**config.mk**
```make
export PLATFORM = sky130hd
export DESIGN_NAME = mem_port_arbiter
export DESIGN_NICKNAME = d
export VERILOG_FILES = /design/src/rtl/mem_port_arbiter.sv
export SDC_FILE = /design/constraint.sdc
export NUM_CORES = 1
export LEC_CHECK = 0
export ABC_CLOCK_PERIOD_IN_PS = 12100
export BUFFER_PORTS_ARGS = -buffer_cell sky130_fd_sc_hd__buf_2
export CORE_MARGIN = 2
export CORE_UTILIZATION = 51
export DETAILED_ROUTE_END_ITERATION = 12
export GPL_TIMING_DRIVEN = 0
export PLACE_DENSITY = 0.86
export REMOVE_ABC_BUFFERS = 1
export SYNTH_ARGS = -nofsm -noshare
export SYNTH_HDL_FRONTEND = slang
export SYNTH_SLANG_ARGS = --single-unit
```
**constraint.sdc**
```tcl
create_clock -name clk -period 12.1 [get_ports clk]
set_clock_uncertainty 0.1 [all_clocks]
set_input_delay 2.42 -clock clk [delete_from_list [all_inputs] [get_ports clk]]
set_output_delay 2.42 -clock clk [all_outputs]
set_load 0.02 [all_outputs]
```
**src/rtl/mem_port_arbiter.sv**
```systemverilog
// mem_port_arbiter
//   Shares one single-ported, fixed-latency unified memory between the IF
//   stage (fetch, read-only) and the MEM stage (load/store).
//
//   Each access is granted in IDLE and then run through BUSY:
//   - memEn is strobed in the first BUSY cycle.
//   - The result is captured when the latency counter reaches MEM_LATENCY.
//   - The owner's Done pulses for one cycle in the following (IDLE) cycle.
//   That Done cycle is also the next arbitration cycle.
//
//   Arbitration:
//   - MEM is preferred.
//   - A starvation counter forces an IF grant once STARVE_LIMIT MEM grants
//     have been made while IF was waiting.
//
//   Optional build macro: ARB_PERF_CNT_EN adds saturating 32-bit stall-cycle
//   counters IFStallCnt / MEMStallCnt.
//
// Ports:
//   clk, reset                  clock, async active-high reset
//   IFReq/IFAddr                fetch request (held until IFDone)
//   IFData/IFDone/IFStall       fetch result, done pulse, stall
//   MEMReq/MEMWrite/MEMAddr/MEMWData   load/store request (held until MEMDone)
//   MEMRData/MEMDone/MEMStall   load result, done pulse, stall
//   memEn/memWe/memAddr/memWData/memRData   memory side
//   IFStallCnt/MEMStallCnt      (ARB_PERF_CNT_EN only) stall-cycle counters
module mem_port_arbiter #(
   parameter int ADDR_W       = 32,
   parameter int DATA_W       = 32,
   parameter int MEM_LATENCY  = 2,
   parameter int STARVE_LIMIT = 4
) (
   input  logic              clk,
   input  logic              reset,
   input  logic              IFReq,
   input  logic [ADDR_W-1:0] IFAddr,
   output logic [DATA_W-1:0] IFData,
   output logic              IFDone,
   output logic              IFStall,
   input  logic              MEMReq,
   input  logic              MEMWrite,
   input  logic [ADDR_W-1:0] MEMAddr,
   input  logic [DATA_W-1:0] MEMWData,
   output logic [DATA_W-1:0] MEMRData,
   output logic              MEMDone,
   output logic              MEMStall,
   output logic              memEn,
   output logic              memWe,
   output logic [ADDR_W-1:0] memAddr,
   output logic [DATA_W-1:0] memWData,
   input  logic [DATA_W-1:0] memRData
`ifdef ARB_PERF_CNT_EN
   ,
   output logic [31:0]       IFStallCnt,
   output logic [31:0]       MEMStallCnt
`endif
);

   localparam logic [0:0] IDLE = 1'b0;
   localparam logic [0:0] BUSY = 1'b1;

   localparam logic [3:0] LAT = 4'(MEM_LATENCY);
   localparam logic [3:0] SL  = 4'(STARVE_LIMIT);

   logic [0:0]        state;
   logic [3:0]        lat_cnt;
   logic [3:0]        starve_cnt;
   logic              owner_mem;
   logic              we_q;
   logic [ADDR_W-1:0] addr_q;
   logic [DATA_W-1:0] wdata_q;
   logic [DATA_W-1:0] if_data_q;
   logic [DATA_W-1:0] mem_data_q;
   logic              if_done_q;
   logic              mem_done_q;

   logic              if_vld, mem_vld;
   logic              grant_mem, grant_if;
   logic              lat_done;

   // A request whose Done is showing this cycle is the one just served.
   assign if_vld  = IFReq  & ~if_done_q;
   assign mem_vld = MEMReq & ~mem_done_q;

   // MEM wins unless IF has been passed over STARVE_LIMIT times.
   assign grant_mem = (state == IDLE) && mem_vld && ((starve_cnt < SL) || !if_vld);
   assign grant_if  = (state == IDLE) && if_vld && !grant_mem;
   assign lat_done  = (state == BUSY) && (lat_cnt == LAT);

   assign memEn    = (state == BUSY) && (lat_cnt == 4'd1);
   assign memWe    = memEn & owner_mem & we_q;
   assign memAddr  = addr_q;
   assign memWData = wdata_q;

   assign IFData   = if_data_q;
   assign IFDone   = if_done_q;
   assign MEMRData = mem_data_q;
   assign MEMDone  = mem_done_q;
   assign IFStall  = IFReq  & ~if_done_q;
   assign MEMStall = MEMReq & ~mem_done_q;

   always_ff @(posedge clk or posedge reset) begin
      if (reset) begin
         state      <= IDLE;
         lat_cnt    <= '0;
         owner_mem  <= 1'b0;
         we_q       <= 1'b0;
         addr_q     <= '0;
         wdata_q    <= '0;
         if_data_q  <= '0;
         mem_data_q <= '0;
         if_done_q  <= 1'b0;
         mem_done_q <= 1'b0;
      end else begin
         if_done_q  <= 1'b0;
         mem_done_q <= 1'b0;
         case (state)
            IDLE: begin
               if (grant_mem) begin
                  state     <= BUSY;
                  lat_cnt   <= 4'd1;
                  owner_mem <= 1'b1;
                  addr_q    <= MEMAddr;
                  wdata_q   <= MEMWData;
                  we_q      <= MEMWrite;
               end else if (grant_if) begin
                  // IF has no write data; memWData keeps its last value
                  state     <= BUSY;
                  lat_cnt   <= 4'd1;
                  owner_mem <= 1'b0;
                  addr_q    <= IFAddr;
                  we_q      <= 1'b0;
               end
            end
            BUSY: begin
               if (lat_done) begin
                  state   <= IDLE;
                  lat_cnt <= '0;
                  if (owner_mem) begin
                     mem_done_q <= 1'b1;
                     // stores leave the previous load data visible
                     if (!we_q) mem_data_q <= memRData;
                  end else begin
                     if_done_q <= 1'b1;
                     if_data_q <= memRData;
                  end
               end else begin
                  lat_cnt <= lat_cnt + 4'd1;
               end
            end
            default: state <= IDLE;
         endcase
      end
   end

   // Counts MEM grants made while IF was waiting.
   always_ff @(posedge clk or posedge reset) begin
      if (reset)
         starve_cnt <= '0;
      else if (grant_if || ((state == IDLE) && !IFReq))
         starve_cnt <= '0;
      else if (grant_mem && if_vld && (starve_cnt != SL))
         starve_cnt <= starve_cnt + 4'd1;
   end

`ifdef ARB_PERF_CNT_EN
   logic [31:0] if_stall_cnt, mem_stall_cnt;

   always_ff @(posedge clk or posedge reset) begin
      if (reset) begin
         if_stall_cnt  <= '0;
         mem_stall_cnt <= '0;
      end else begin
         if (IFStall && (if_stall_cnt != 32'hFFFF_FFFF))
            if_stall_cnt <= if_stall_cnt + 32'd1;
         if (MEMStall && (mem_stall_cnt != 32'hFFFF_FFFF))
            mem_stall_cnt <= mem_stall_cnt + 32'd1;
      end
   end

   assign IFStallCnt  = if_stall_cnt;
   assign MEMStallCnt = mem_stall_cnt;
`endif

endmodule

```
==> results.json, run 1 <==
{
  "max-vdd-ir-drop_uv": 204,
  "seqCellArea_um2": 3530,
  "start_util_pct": 51.6,
  "netSwitchingFraction_pct": 38.9,
  "gp_congestion": 0.840,
  "fin_hold_ws_ns": 0.371,
  "power_mw": 2.40,
  "synth-edff-count": 0,
  "synth_area_leaders": "dfrtp_1 60%, mux2_4 7.7%, nand2_1 7.3%",
  "yosysSeqAreaShare_pct": 60.4,
  "synth_area_per_cell_um2": 12.3,
  "synth_seq_cells": 141,
  "die_area_um2": 12300,
  "dieHeight_um": 111,
  "grt_util_met3_pct": 6.01,
  "worstMarginPinSlew_ns": 1.39,
  "post_cts_buffers": 0,
  "hold_path_class": "register to register",
  "cts_tree": "done",
  "drcViolationCount": 0,
  "grt_max_degree": 98,
  "p_comb_share_pct": 42.7,
  "synthCells": 476,
  "nFillCells": 821,
  "rsz0062_at_grt": "no",
  "core-area_um2": 11300,
  "drv_cap": 0,
  "pwr-share-clk_pct": 22.4,
  "status": "finished clean",
  "endpoint_kind": "output pin",
  "multi_input_area_um2": 2100,
  "setup_viol": 0,
  "cts-resized-gates": 0,
  "ctsHtreeMaxLevel": 4,
  "syn_area_um2": 5840,
  "async_reset_ff_share_pct": 100,
  "cp_data_required_time_ns": 9.58,
  "wl_per_cell_um": 16.5,
  "yosys.area.top_type": "dfrtp_1",
  "synthMostInstantiatedCell": "dfrtp_1",
  "grt_use_total_pct": 24.5,
  "avgViaCountPerCell": 5.16,
  "period_needed_ns": 5.54,
  "n_antenna_cell": 0,
  "fin_crit_sh_pct": 45.8,
  "insertion_delay_ns": 0.41,
  "use_met1_pct": 29.1,
  "drv_slew": 0,
  "p_seq_share_pct": 34.9,
  "cts.sinks": 141,
  "dr.pass1.iters": 6,
  "grt_pass1_vias": 4928,
  "place_hpwl_um": 10500,
  "synth_common_cells": "141 x dfrtp_1, 114 x nand2_1, 31 x a21oi_1",
  "internal_power_mw": 1.46,
  "cp-start-kind": "primary input",
  "synth_top_area_share_pct": 60.4,
  "path_max_fanout": 7,
  "synthFlopType": "dfrtp_1",
  "cts_buffers": 17,
  "clk_pin_slew_ns": 0.06,
  "p_leak_nw": 4.35,
  "place_area_um2": 7260,
  "grt_antenna_before_repair": 0,
  "powerDensity_nw_per_um2": 304,
  "max_freq_mhz": 180,
  "yosys_warnings": 0,
  "finalWorstSetupSlack_ns": 6.56,
  "drive_above_1_share_pct": 47.8,
  "clock_path_buffers": 2,
  "setup_tns_ns": 0,
  "overflow": 0,
  "pre_cts_ws_ns": 6.56,
  "drt_iter0_markers": 274,
  "drt_wl_total_um": 14700,
  "use_met2_pct": 42.2,
  "cp.arrival_ns": 3.02,
  "yosys.cell_types.count": 37,
  "hold_buffers": 0,
  "finalHoldViolCount": 0,
  "grt_pass1_wl_um": 24200,
  "design_area_um2": 7880,
  "dr_total_vias": 4599,
  "grt_most_used_layer": "met2",
  "pin_count": 267,
  "crit_type": "primary input to output pin",
  "io_buffers": 266,
  "ant_nets": 0,
  "fp-row-count": 39,
  "fin_nets": 874,
  "area_delta_synth_final_pct": 35.0,
  "chipWidth_um": 111,
  "relSlewSlack_pct": 7.48,
  "p_switching_uw": 933,
  "cts-root-buf": "clkbuf_16"
}
## cell families after synthesis
logic type / share of synthesized area, %
buffers and inverters: 3.77
AND/OR/NAND/NOR: 10.7
XOR/XNOR: 0.150
adder cells (fa/ha/maj): 1.07
multiplexers: 14.4
flip-flops: 60.4
AO/OA/AOI/OAI: 9.51
## critical path, stage by stage
cell and delay (ns):
buf_2 0.10, nand2b_1 0.28, inv_1 0.06, buf_2 0.16
## path summary, 6_finish.rpt
kind / start / end / slack (ns) / depth (start not counted)
max: MEMReq / MEMStall / 6.56 / 4
min: memWData[9] / memWData[9] / 0.37 / 2
max reg2reg: MEMDone / memAddr[31] / 9.58 / 4
min reg2reg: memWData[9] / memWData[9] / 0.37 / 2
max in group asynchronous: reset / memAddr[21] / 9.16 / 3
min in group asynchronous: reset / memWData[2] / 1.93 / 2
## power by group through the flow
stage                     registers [mW]  clock network (mW)  logic [mW]
after floorplan                     1.09                   0       0.396
after global placement             0.819                   0       0.992
after detailed placement           0.836                   0        1.03
after CTS                          0.837               0.544        1.03
after global routing               0.867               0.563        1.09
final                              0.837               0.537        1.02
## per-layer routing
layer	part of all wire [%]	up-vias	wire, µm
li1	-	2117	-
met1	39	2263	5720
met2	53	180	7730
met3	5.7	39	835
met4	2.9	0	427
met5	0	-	0
## registers in the layout, summed over array words and instances (netlist names)
register,cells
IFData,32
IFDone,1
MEMDone,1
MEMRData,32
lat_cnt,4
memAddr,32
memWData,32
owner_mem,1
starve_cnt,4
state,1
we_q,1
## cell usage in the layout (no fill, tap or decap), drive strengths merged
| master | count |
|---|---|
| nand2b | 4 |
| nor3b | 2 |
| inv | 7 |
| clkinv | 6 |
| o32ai | 1 |
| clkbuf | 21 |
| a21o | 21 |
| nand3 | 1 |
| nand2 | 114 |
| a22o | 19 |
| and3 | 1 |
| nor2 | 19 |
| nor4bb | 1 |
| bufinv | 3 |
| a21oi | 32 |
| and2 | 1 |
| xnor2 | 1 |
| a211oi | 1 |
| dfrtp | 141 |
| o22ai | 2 |
| nor4 | 1 |
| nor2b | 2 |
| o21ai | 2 |
| buf | 270 |
| ha | 5 |
| mux2 | 64 |
| a211o | 1 |
| mux2i | 1 |
| and4bb | 1 |
| o21bai | 1 |
| or2 | 1 |
| clkinvlp | 2 |
## through the flow
step,util [%],std cells
after floorplan,-,447
after global placement,63.2,856
after detailed placement,64.2,860
after CTS,69.6,892
after global routing,69.6,892
final,69.6,892
## final cells by class
cell class	count	share of cell area [%]
tap	143	2.27
timing repair buffer	270	18.0
multi-input combinational	299	26.7
inverter	7	0.397
sequential	141	44.8
clock inverter	11	1.76
clock buffer	21	6.09
Note: power is estimated with default switching activity, not from simulation.
==> inputs of run 2 (changes only) <==
- ABC_AREA: unset -> 1
- ABC_CLOCK_PERIOD_IN_PS: 12100 -> 5600
- CORE_UTILIZATION: 51 -> 47
- PLACE_DENSITY: 0.86 -> 0.8
- clock period: 12.1 -> 5.6 ns (I/O delays scaled with it)
==> run 2 against run 1 <==
  * Clock power grew 99%
  * Critical path depth shrank 1
  * Highest routed layer unchanged
  * First-iteration DRC count grew 96%
==> results.json, run 2 <==
{
  "status": "finished clean",
  "cts.sinks": 141,
  "synth_area_leaders": "dfrtp_1 59%, nand2_1 19%, nand3_1 10%",
  "cts_buffers": 17,
  "worstMarginPinSlew_ns": 1.34,
  "max-vdd-ir-drop_uv": 318,
  "grt_use_total_pct": 24.5,
  "place_hpwl_um": 11600,
  "synth_top_area_share_pct": 58.5,
  "cts_tree": "done",
  "synthCells": 718,
  "max_freq_mhz": 295,
  "design_area_um2": 8090,
  "use_met1_pct": 32.1,
  "syn_area_um2": 6030,
  "clock_path_buffers": 2,
  "area_delta_synth_final_pct": 34.1,
  "use_met2_pct": 38.9,
  "fin_nets": 1104,
  "avgViaCountPerCell": 4.88,
  "cp.arrival_ns": 2.17,
  "wl_per_cell_um": 14.8,
  "io_buffers": 266,
  "p_leak_nw": 4.60,
  "cts-root-buf": "clkbuf_16",
  "pin_count": 267,
  "hold_path_class": "register to register",
  "gp_congestion": 0.787,
  "setup_viol": 0,
  "endpoint_kind": "output pin",
  "clk_pin_slew_ns": 0.05,
  "ctsHtreeMaxLevel": 4,
  "yosysSeqAreaShare_pct": 58.5,
  "synth_seq_cells": 141,
  "insertion_delay_ns": 0.40,
  "path_max_fanout": 34,
  "start_util_pct": 48.0,
  "crit_type": "register to output pin",
  "fin_crit_sh_pct": 60.6,
  "grt_pass1_wl_um": 25900,
  "place_area_um2": 7480,
  "power_mw": 4.99,
  "yosys.cell_types.count": 21,
  "grt_util_met3_pct": 5.66,
  "layout_common_cells": "308 x nand2_1, 266 x buf_2, 141 x dfrtp_1",
  "synth_common_cells": "310 x nand2_1, 141 x dfrtp_1, 122 x nand3_1",
  "synthMostInstantiatedCell": "nand2_1",
  "yosys_warnings": 0,
  "drt_iter0_markers": 537,
  "drv_slew": 0,
  "drcViolationCount": 0,
  "cts-resized-gates": 0,
  "fin_util_pct": 64.3,
  "core-area_um2": 12600,
  "synth-edff-count": 0,
  "cp_data_required_time_ns": 4.38,
  "post_cts_buffers": 0,
  "n_antenna_cell": 0,
  "grt_pass1_vias": 5126,
  "grt_most_used_layer": "met2",
  "yosys.area.top_type": "dfrtp_1",
  "synth_area_per_cell_um2": 8.40,
  "drt_wl_total_um": 17100,
  "grt_max_degree": 73,
  "dr.pass1.iters": 7,
  "cp-start-kind": "register",
  "final_common_cell": "nand2_1",
  "finalHoldViolCount": 0,
  "chipWidth_um": 117,
  "synthFlopType": "dfrtp_1",
  "relSlewSlack_pct": 10.4,
  "async_reset_ff_share_pct": 100,
  "grt_antenna_before_repair": 0,
  "powerDensity_nw_per_um2": 617,
  "dieHeight_um": 117,
  "fp-row-count": 41,
  "rsz0062_at_grt": "no",
  "drv_cap": 0,
  "fin_hold_ws_ns": 0.361,
  "drive_above_1_share_pct": 32.3,
  "ant_nets": 0,
  "die_area_um2": 13800,
  "hold_buffers": 0,
  "overflow": 0,
  "period_needed_ns": 3.39,
  "dr_total_vias": 5616
}
-- run 2: changes by cell type after synthesis, sizes merged, moves of 32 or more --
cell / before / now
nand2: 114 / 310
nand3: 1 / 123
mux2: 64 / 0
inv: 7 / 47
o21ai: 2 / 35
a21oi: 32 / 0
-- run 2: final timing paths --
kind	slack, ns	from	endpoint	cells after the start
min	0.36	memWData[31]	memWData[31]	2
max in group asynchronous	3.93	reset	MEMRData[3]	3
min in group asynchronous	0.69	reset	memAddr[19]	2
min reg2reg	0.36	memWData[31]	memWData[31]	2
max	2.21	owner_mem	memWe	3
max reg2reg	2.63	state	memAddr[26]	6
-- run 2: final cells by class --
| cell class | count | area (µm²) |
|---|---|---|
| clock buffer | 23 | 488 |
| clock inverter | 9 | 86.3 |
| fill | 1105 | 4480 |
| inverter | 47 | 181 |
| multi-input combinational | 487 | 2140 |
| sequential | 141 | 3530 |
| tap | 172 | 215 |
| timing repair buffer | 272 | 1450 |
-- run 2: through the flow --
stage	std cells	setup slack, ns	setup TNS, ns
2_1_floorplan	675	0.0469	0
3_3_place_gp	1113	-2.88	-318.43
3_5_place_dp	1117	1.89	0
4_1_cts	1149	2.22	0
5_1_grt	1151	2.03	0
6_report	1151	2.21	0
-- run 2: where the power goes --
part           total [mW]  leakage (nW)  switching, mW  internal (mW)
sequential           1.83          1.72          0.312           1.51
combinational        2.09          2.61           1.41          0.678
clock                1.07         0.279          0.413          0.657
-- run 2: kinds of logic after synthesis --
kind of cell | after synthesis | synth area share (%)
AOI/OAI and AO/OA | 35 | 2.91
xor gates and xnor gates | 3 | 0.436
adders and majority gates | 5 | 1.04
buffers and inverters | 90 | 6.23
DFF | 141 | 58.5
and+or+nand+nor | 444 | 30.9
-- run 2: layer usage --
| layer | vias to the layer above | routed length, µm |
|---|---|---|
| li1 | 2757 | - |
| met1 | 2648 | 6940 |
| met2 | 170 | 8740 |
| met3 | 41 | 866 |
| met4 | 0 | 500 |
| met5 | - | 0 |
-- run 2: worst max-delay path, stage by stage, from the launching register on --
cell and delay [ns]:
dfrtp_1 1.16, inv_2 0.19, nor3_1 0.23, buf_2 0.19
==> inputs of run 3 (changes only) <==
- ABC_AREA: 1 -> 0
- ABC_CLOCK_PERIOD_IN_PS: 5600 -> 3500
- clock period: 5.6 -> 3.5 ns (I/O delays scaled with it)
==> run 3 against run 2 <==
  * Utilization rose by 1.7 points
  * Total power rose by 67%
  * Count of clock-buffer cells in the layout did not move
  * Worst setup slack got worse by 1.4 ns
  * Worst hold slack got worse by 0.098 ns
  * Die area fell by 3.0%
  * Wire length fell by 12%
  * Non-clock buffer count did not move
  * Critical path depth did not move
  * Final area fell by 1.4%
  * Largest cell class unchanged
  * Largest power group unchanged
==> results.json, run 3 (same netlist as run 1, synthesis figures left out) <==
{
  "start_util_pct": 48.4,
  "setup_viol": 0,
  "status": "finished clean",
  "cts_buffers": 17,
  "fin_nets": 876,
  "post_cts_buffers": 0,
  "ant_nets": 0,
  "drive_above_1_share_pct": 47.8,
  "rr_endpoint": "IFData[30]",
  "overflow": 0,
  "drv_slew": 0,
  "max_freq_mhz": 370,
  "fp-row-count": 40,
  "place_hpwl_um": 10800,
  "internal_power_mw": 5.11,
  "instances_no_fill": 920,
  "worstMarginPinSlew_ns": 0.988,
  "clk_pin_slew_ns": 0.06,
  "powerDensity_nw_per_um2": 1050,
  "endpoint_kind": "output pin",
  "gp_congestion": 0.818,
  "dieHeight_um": 115,
  "cts.sinks": 141,
  "cts_tree": "done",
  "drv_cap": 0,
  "cp_data_required_time_ns": 2.70,
  "endpoint": "memWe",
  "cp.arrival_ns": 1.90,
  "r2r_start": "state",
  "multi_input_area_um2": 2100,
  "rsz0062_at_grt": "no",
  "grt_antenna_before_repair": 1,
  "core-area_um2": 12100,
  "drcViolationCount": 0,
  "pin_count": 267,
  "max-vdd-ir-drop_uv": 589,
  "relSlewSlack_pct": 34.0,
  "drt_iter0_markers": 224,
  "grt_pass1_vias": 4746,
  "clock_path_buffers": 2,
  "p_seq_share_pct": 34.6,
  "avgViaCountPerCell": 4.92,
  "dr_total_vias": 4529,
  "pwr-share-clk_pct": 22.6,
  "io_buffers": 266,
  "p_switching_mw": 3.24,
  "worstSetupStartpoint": "state",
  "dp.cells": 886,
  "grt_pass1_wl_um": 23700,
  "die_area_um2": 13300,
  "cts-resized-gates": 0,
  "seqCellArea_um2": 3530,
  "hold_path_class": "primary input to asynchronous set/reset pin",
  "cp-start-kind": "register",
  "chipWidth_um": 115,
  "insertion_delay_ns": 0.41,
  "path_max_fanout": 16,
  "drt_wl_total_um": 14900,
  "nFillCells": 939,
  "hold_buffers": 0,
  "worst-r2r-cell-count": 3,
  "p_leak_nw": 4.37,
  "final_common_cell": "buf_2",
  "area_delta_synth_final_pct": 36.4,
  "ctsHtreeMaxLevel": 4,
  "period_needed_ns": 2.70,
  "p_comb_share_pct": 42.8,
  "fin_hold_ws_ns": 0.263,
  "finalHoldViolCount": 0,
  "layout_common_cells": "266 x buf_2, 141 x dfrtp_1, 114 x nand2_1",
  "grt_max_degree": 82,
  "netSwitchingFraction_pct": 38.8,
  "r2r_slack_ns": 1.05,
  "cts-root-buf": "clkbuf_16",
  "crit_type": "register to output pin",
  "wl_per_cell_um": 16.2,
  "grt_use_total_pct": 23.2,
  "fin_crit_sh_pct": 77.2,
  "dr.pass1.iters": 4
}
run 3: changes by cell type in the layout (fill, tap and decap cells not counted), sizes merged, moves of 4 or more:
cell	delta
a21o	+21
o21ai	-33
mux2	+64
nand2b	+4
a22o	+19
inv	-39
a21oi	+32
nor2	+12
nand2	-196
nand3	-122
clkinv	-4
run 3: cell type report:
class | count | area share (%)
Clock inverter | 9 | 1.65
Inverter | 7 | 0.392
Clock buffer | 23 | 6.25
Timing Repair Buffer | 272 | 18.4
Tap cell | 168 | 2.64
Antenna cell | 1 | 0.0314
Sequential cell | 141 | 44.3
Multi-Input combinational cell | 299 | 26.4
run 3: worst min-delay path by stage:
stage | startpoint | to | slack, ns
floorplan | starve_cnt[2] | starve_cnt[2] | 0.36
global placement | memWData[4] | memWData[4] | 0.36
detailed placement | memWData[11] | memWData[11] | 0.36
CTS | reset | memWData[19] | 0.27
global route | reset | memWData[9] | 0.30
finish | reset | memWData[23] | 0.26
run 3: stage by stage:
stage / TNS (ns) / total power, mW / worst slack (ns) / utilization, % / area (µm²)
6_report: 0 / 8.35 / 0.797 / 66.1 / 7970
2_1_floorplan: -152.45 / 5.15 / -1.08 / - / 5650
3_5_place_dp: 0 / 6.48 / 0.567 / 60.7 / 7320
3_3_place_gp: -356.15 / 6.30 / -2.41 / 59.6 / 7190
5_1_grt: 0 / 8.84 / 0.598 / 66.1 / 7970
4_1_cts: 0 / 8.41 / 0.763 / 65.9 / 7950
run 3: worst max-delay path: stages, from the launching register on:
cell and delay, ns:
dfrtp_1 0.68, nor4bb_1 0.46, and3_1 0.21, buf_2 0.16
run 3: power groups by stage:
stage / registers, mW / clock network, mW / logic, mW
after floorplan: 3.78 / 0 / 1.37
after global placement: 2.85 / 0 / 3.45
after detailed placement: 2.88 / 0 / 3.60
after CTS: 2.88 / 1.92 / 3.60
after global routing: 2.99 / 2.00 / 3.85
final: 2.89 / 1.89 / 3.57
run 3: layer usage:
| metal | wire length [µm] | part of all wire, % | global-route usage, % |
|---|---|---|---|
| met4 | 301 | 2.0 | 9.00 |
| met5 | 0 | 0 | 0 |
| met1 | 6060 | 41 | 29.2 |
| met3 | 839 | 5.6 | 6.38 |
| met2 | 7730 | 52 | 38.3 |
